$ cat src/rtl/simple_fifo_reader.sv
// simple_fifo_reader: drains simple_fifo into a valid/ready stream through a
// 2-entry prefetch buffer, flags burst ends with m_last and counts words delivered.
`default_nettype none

module simple_fifo_reader #(
    parameter int WIDTH     = 64,
    parameter int BURST_LEN = 8,
    parameter int CNT_WIDTH = 32
) (
    input  logic                 clk,
    input  logic                 reset,
    input  logic                 enable,
    output logic                 fifo_re,
    input  logic [WIDTH-1:0]     fifo_dout,
    input  logic                 fifo_empty,
    output logic [WIDTH-1:0]     m_data,
    output logic                 m_valid,
    output logic                 m_last,
    input  logic                 m_ready,
    output logic [CNT_WIDTH-1:0] words_out,
    output logic                 busy
);

    localparam int            BW       = (BURST_LEN > 1) ? $clog2(BURST_LEN) : 1;
    localparam logic [BW-1:0] LAST_IDX = BW'(BURST_LEN - 1);

    logic [1:0]       buf_count;
    logic             inflight;
    logic [WIDTH-1:0] skid_data;
    logic [BW-1:0]    burst_cnt;

    logic             pop;
    logic [2:0]       occupancy;
    logic [1:0]       count_next;
    logic [BW-1:0]    burst_next;

    assign pop       = m_valid & m_ready;
    // Words held or pending after this edge; a read is only issued if it will fit.
    assign occupancy = {1'b0, buf_count} + {2'b00, inflight} - {2'b00, pop};
    assign fifo_re   = reset & enable & ~fifo_empty & (occupancy < 3'd2);

    always_comb begin
        count_next = buf_count;
        case ({inflight, pop})
            2'b10:   if (buf_count != 2'd2) count_next = buf_count + 2'd1;
            2'b01:   count_next = buf_count - 2'd1;
            default: count_next = buf_count;
        endcase
    end

    always_comb begin
        burst_next = burst_cnt;
        if (pop) begin
            burst_next = (burst_cnt == LAST_IDX) ? '0 : burst_cnt + BW'(1);
        end
    end

    always_ff @(posedge clk or negedge reset) begin
        if (!reset) begin
            buf_count <= 2'd0;
            inflight  <= 1'b0;
            burst_cnt <= '0;
            skid_data <= '0;
            m_data    <= '0;
            m_valid   <= 1'b0;
            m_last    <= 1'b0;
            words_out <= '0;
            busy      <= 1'b0;
        end else begin
            buf_count <= count_next;
            inflight  <= fifo_re;
            burst_cnt <= burst_next;
            m_valid   <= (count_next != 2'd0);
            m_last    <= (count_next != 2'd0) && (burst_next == LAST_IDX);
            busy      <= (count_next != 2'd0) || fifo_re;

            if (pop) begin
                words_out <= words_out + CNT_WIDTH'(1);
            end

            if (pop && (buf_count == 2'd2)) begin
                m_data <= skid_data;
            end

            // A captured word goes straight to the head when the head is free
            // (empty, or its only word is leaving); otherwise it queues behind.
            if (inflight) begin
                if ((buf_count == 2'd0) || ((buf_count == 2'd1) && pop)) begin
                    m_data <= fifo_dout;
                end else begin
                    skid_data <= fifo_dout;
                end
            end
        end
    end

endmodule

`default_nettype wire

$ cat config.mk
export PLATFORM = sky130hd
export DESIGN_NAME = simple_fifo_reader
export DESIGN_NICKNAME = d
export VERILOG_FILES = /design/src/rtl/simple_fifo_reader.sv
export SDC_FILE = /design/constraint.sdc
export NUM_CORES = 1
export LEC_CHECK = 0
export ABC_AREA = 1
export ABC_CLOCK_PERIOD_IN_PS = 2100
export BUFFER_PORTS_ARGS = -buffer_cell sky130_fd_sc_hd__buf_4
export CAP_MARGIN = 20
export CORE_MARGIN = 3
export CORE_UTILIZATION = 45
export CTS_CLUSTER_SIZE = 28
export DETAILED_ROUTE_END_ITERATION = 8
export PLACE_DENSITY = 0.77
export SYNTH_ARGS = -nofsm -noshare
export SYNTH_HDL_FRONTEND = slang
export SYNTH_SLANG_ARGS = --single-unit
export TNS_END_PERCENT = 50
$ cat constraint.sdc
create_clock -name clk -period 2.1 [get_ports clk]
set_input_delay 0.105 -clock clk [delete_from_list [all_inputs] [get_ports clk]]
set_output_delay 0.105 -clock clk [all_outputs]
set_load 0.05 [all_outputs]
Word level (Yosys, flattened, before mapping)
Index checks and enable logic that the tools add are counted.

storage, ports and cells
  bits in registers = 169
  word-level logic and storage cells = 44

operators by class
  add/subtract/negate cells = 6
  $lt $le $gt $ge = 1
  equality and inequality tests = 7
  muxes and demuxes = 7
  bitwise operators = 6
  reduce and logical (&&, ||, !) cells = 8

operators by type and width
  kind                                                                           count
  64-bit 2-to-1 mux                                                              3
  32-bit by 1-bit adder with 32-bit output (second input constant)               1
  3-bit == test (second input constant)                                          2
  3-bit 2-to-1 mux                                                               2
  1-bit AND                                                                      4
  2-bit by 1-bit == test with 1-bit output (second input constant)               2
  2-bit == test (second input constant)                                          2
  2-bit case mux with 2 select lines                                             1
  2-bit by 1-bit adder with 3-bit output                                         1
  3-bit by 1-bit adder with 3-bit output (second input constant)                 1
  1-bit logical AND                                                              3
  3-bit by 2-bit less-than comparator with 1-bit output (second input constant)  1
  3-bit by 1-bit subtractor with 3-bit output                                    1
  2-bit by 1-bit adder with 2-bit output (second input constant)                 1
  2-bit zero test                                                                1
  1-bit logical OR                                                               2
  2-bit 2-to-1 mux                                                               1
  2-bit != test (second input constant)                                          1
  1-bit inverter                                                                 2
  2-bit AND reduction                                                            1
  2-bit nonzero test                                                             1
  2-bit by 1-bit subtractor with 2-bit output (second input constant)            1

Depth between registers and ports, before layout
  depth in word-level cells = 5
  depth in mapped cells = 9

Least setup slack after synthesis
OpenSTA, ideal clock, no wires.

  kind = flip-flop to flip-flop
  start = register m_valid
  end = register inflight
  setup time = 203 ps
  arrival = 2584 ps
  data required time = 1897 ps
  setup slack = -687 ps
  cell stages (with the launch flop) = 9
  buffers on the path = 1
  cells stage by stage = dfrtp_1 > nand2_2 > buf_6 > ha_1 > inv_1 > nand2_1 > fa_1 > nand4_1 > nor2_1

on the way
  cells in the longest elaborated chain, start to end = 4

RTL lines
  item                                                   RTL line  source
  start, declared                                        17        output logic m_valid,
  start signal, assigned                                 73        m_valid <= (count_next != 2'd0);
  1-bit AND                                              37        assign pop = m_valid & m_ready;
  3-bit by 1-bit subtractor with 3-bit output            39        assign occupancy = {1'b0, buf_count} + {2'b00, inflight} - {2'b00, pop};
  3-bit by 2-bit less-than comparator with 1-bit output  40        assign fifo_re = reset & enable & ~fifo_empty & (occupancy < 3'd2);
  1-bit AND                                              40
  via fifo_re                                            13        output logic fifo_re,
  end signal, assigned                                   71        inflight <= fifo_re;
  end, declared                                          28        logic inflight;

The timed path passes the listed nets, and every way through them passes these cells.
A chain may end at the register's enable or synchronous reset.

Final worst setup path
  start = register m_valid
  end = output port fifo_re

on the way
  cells in the longest elaborated chain, start to end = 4

RTL lines
  item                                                   RTL line
  1-bit AND                                              37
  3-bit by 1-bit subtractor with 3-bit output            39
  3-bit by 2-bit less-than comparator with 1-bit output  40
  1-bit AND                                              40
  end, declared                                          13

No other way between the ends.

==> flow_summary.json <==
{
  "seq_area_sq_mm": 0.00423,
  "fin_nets": 1081,
  "yosys.area.top_type": "dfrtp_1",
  "async_flop_share_pct": 100,
  "synth.cell_area_sq_mm": 0.00770,
  "syn_avg_cell_area_sq_um": 9.93,
  "die_w_microns": 137,
  "worstPathArrival_ns": 2.17,
  "io_buffers": 168,
  "routed.top_layer": "met4",
  "hpwl_mm": 12.9,
  "synth_area_leaders": "dfrtp_1, mux2_1, nand2_1, nand3_1, a31oi_1",
  "via_per_inst": 5.30,
  "path_cells": "nand2_2 > ha_4 > inv_2 > nand2_1 > fa_1 > nand4_1 > nor2_4 > buf_6",
  "clkLatencyLatePin_ns": 0.42,
  "status": "finished with violations",
  "path_class": "register to output port",
  "wl_met1_mm": 8.46,
  "drt_wl_total_mm": 20.4,
  "synth_cell_types": 28,
  "routedWlPerCell_microns": 16.5,
  "ir_drop_mv": 1.03,
  "drt_first_pass_iters": 5,
  "gr-usage-all-layers_pct": 22.7,
  "area_growth_pct": 35.7,
  "cts_max_path_buffers": 2,
  "max_freq_ghz": 0.440,
  "grt_pass1_wl_mm": 33.7,
  "std_cell_rows": 47,
  "worst_pin_slew_ns": 0.528,
  "ctsRootBufferMaster": "clkbuf_16",
  "clkSlewWorstSetupHoldPaths_ns": 0.06,
  "setup_ws_ns": -0.175,
  "yosys_warnings": 0,
  "die-area_sq_mm": 0.0187,
  "cp-start-kind": "register",
  "tritoncts.num_buffers": 17,
  "fillerInstances": 1317,
  "wl_met2_mm": 10.2,
  "min_path_type": "primary input to register",
  "core_area_sq_mm": 0.0166,
  "grt_max_degree": 99,
  "yosysSeqAreaShare_pct": 54.9,
  "finalCritPeriodShare_pct": 108,
  "setup_viol": 1,
  "drive_above_1_share_pct": 23.8,
  "drt_iter0_drc": 344,
  "finalHoldViolations": 0,
  "multi_input_area_sq_mm": 0.00307,
  "place_congestion": 0.904,
  "die_height_microns": 137,
  "post-synth-top-count-cell": "dfrtp_1",
  "cts.sinks": 169,
  "io_pins": 169,
  "remaining_drc_errors": 0,
  "via_count": 6547,
  "synth_common_cells": "dfrtp_1, nand2_1, nor2_1",
  "cp.required_ns": 2.00,
  "syn_inst": 776,
  "ys.flop_type": "dfrtp_1",
  "synth_edf_count": 0,
  "antenna_found_initial": 0,
  "antenna_cells": 0,
  "report.final.slew_viol_count": 0,
  "rsz0062_at_grt": "yes",
  "hold_slack_ns": 0.0318,
  "grt_pass1_vias": 6800,
  "fin_crit_ns": 2.28,
  "critical_path.slowest_cell": "fa_1",
  "fin_skew_ns": 0.00955,
  "endpoint_kind": "output port",
  "synth-seq-cells": 169,
  "maxSlewHeadroom_pct": 64.8,
  "cpLargestDelayFamily": "adder cells",
  "maxCapViolations": 0,
  "wl_met3_mm": 1.36,
  "start_util_pct": 46.3,
  "failed_checks": "setup timing",
  "setup-tns-final_ns": -0.175,
  "p_leak_nw": 5.08,
  "syn_nets": 854,
  "cts.htree.levels": 4,
  "antenna_left": 0,
  "dp_slack_ns": 0.207,
  "cts_tree": "yes",
  "path_max_fanout": 3,
  "critPathMaxStageDelay_ns": 0.49,
  "crit_buf_inv": 2,
  "powerDensity_mw_per_mm2": 1350,
  "gr-total-overflow": 0,
  "netlist.area_leader.share_pct": 54.9
}
[worst register-to-register path, stage by stage (launching register included)]
cell     delay [ns]
dfrtp_2        0.41
nand2_2        0.08
buf_4          0.19
inv_2          0.14
nand2_2        0.12
nand2_1        0.09
nand2_4        0.16
buf_12         0.27
nor2_1         0.12
a31oi_1        0.18
[path summary, 6_finish.rpt]
| check | start | endpoint | slack (ns) | depth (start not counted) |
|---|---|---|---|---|
| min | fifo_empty | inflight$_DFF_PN0_ | 0.03 | 4 |
| max | m_valid$_DFF_PN0_ | fifo_re | -0.18 | 8 |
| min in group asynchronous | reset | buf_count[1]$_DFF_PN0_ | 0.18 | 2 |
| max reg2reg | m_valid$_DFF_PN0_ | m_data[9]$_DFF_PN0_ | 0.26 | 9 |
| min reg2reg | skid_data[42]$_DFFE_PN0P_ | skid_data[42]$_DFFE_PN0P_ | 0.49 | 1 |
| max in group asynchronous | reset | m_data[53]$_DFF_PN0_ | 1.05 | 3 |
[repair_timing]
action	4_1_cts	5_1_grt
endpoints found under the setup margin	1	1
resized for setup	1	0
hold buffers	65	0
endpoints found under the hold margin	169	0
pin swaps	0	0
setup buffers	0	0
[layout by cell type (no fill, tap or decap), types with 7 or more instances in the layout]
| master | count |
|---|---|
| clkbuf_16 | 17 |
| buf_4 | 176 |
| dfrtp_1 | 168 |
| buf_12 | 7 |
| inv_1 | 38 |
| mux2_1 | 60 |
| nand4_1 | 8 |
| nand3_1 | 82 |
| nor2_1 | 93 |
| a31oi_1 | 64 |
| dlygate4sd3_1 | 65 |
| xor2_1 | 11 |
| nand2_1 | 149 |
| xnor2_1 | 10 |
[per-layer routing]
metal	GRT usage [%]	vias to the layer above
met5	0	-
met2	37.9	235
met4	6.43	0
li1	-	3050
met1	28.8	3227
met3	6.58	35
[logic make-up (layout without fill, tap and decap cells)]
logic type	after synthesis	in the layout	synth area share, %
AO/OA/AOI/OAI	72	72	5.75
XOR/XNOR	21	21	2.39
adder cells (fa/ha/maj)	9	9	1.56
buffers and inverters	82	321	5.67
flip-flops	169	169	54.9
multiplexers	64	64	9.36
AND/OR/NAND/NOR	359	359	20.4
[power breakdown]
group	internal, mW	total, mW	switching [mW]
sequential	4.43	5.16	0.733
combinational	1.97	5.75	3.77
clock	1.88	3.23	1.35
total	8.28	14.1	5.86
[area by class of cell]
| type | count | area share, % |
|---|---|---|
| Multi-Input combinational cell | 525 | 29.3 |
| Sequential cell | 169 | 40.5 |
| Tap cell | 220 | 2.63 |
| Clock inverter | 14 | 1.65 |
| Timing Repair Buffer | 250 | 20.4 |
| Clock buffer | 17 | 4.07 |
| Inverter | 40 | 1.44 |
[through the flow]
| stage | power (mW) | std cells | util (%) | instance area (sq um) |
|---|---|---|---|---|
| 2_1_floorplan | 8.99 | 776 | - | 7720 |
| 3_3_place_gp | 10.7 | 1139 | 55.3 | 9200 |
| 3_5_place_dp | 10.8 | 1139 | 55.3 | 9200 |
| 4_1_cts | 14.2 | 1235 | 62.8 | 10500 |
| 5_1_grt | 14.9 | 1235 | 62.8 | 10500 |
| 6_report | 14.1 | 1235 | 62.8 | 10500 |
[state kept, by name, indices dropped and copies added, names as in the netlist, 2 cells and up]
signal / cells
buf_count: 2
burst_cnt: 3
m_data: 64
skid_data: 64
words_out: 32
(Power assumes the default switching activity.)
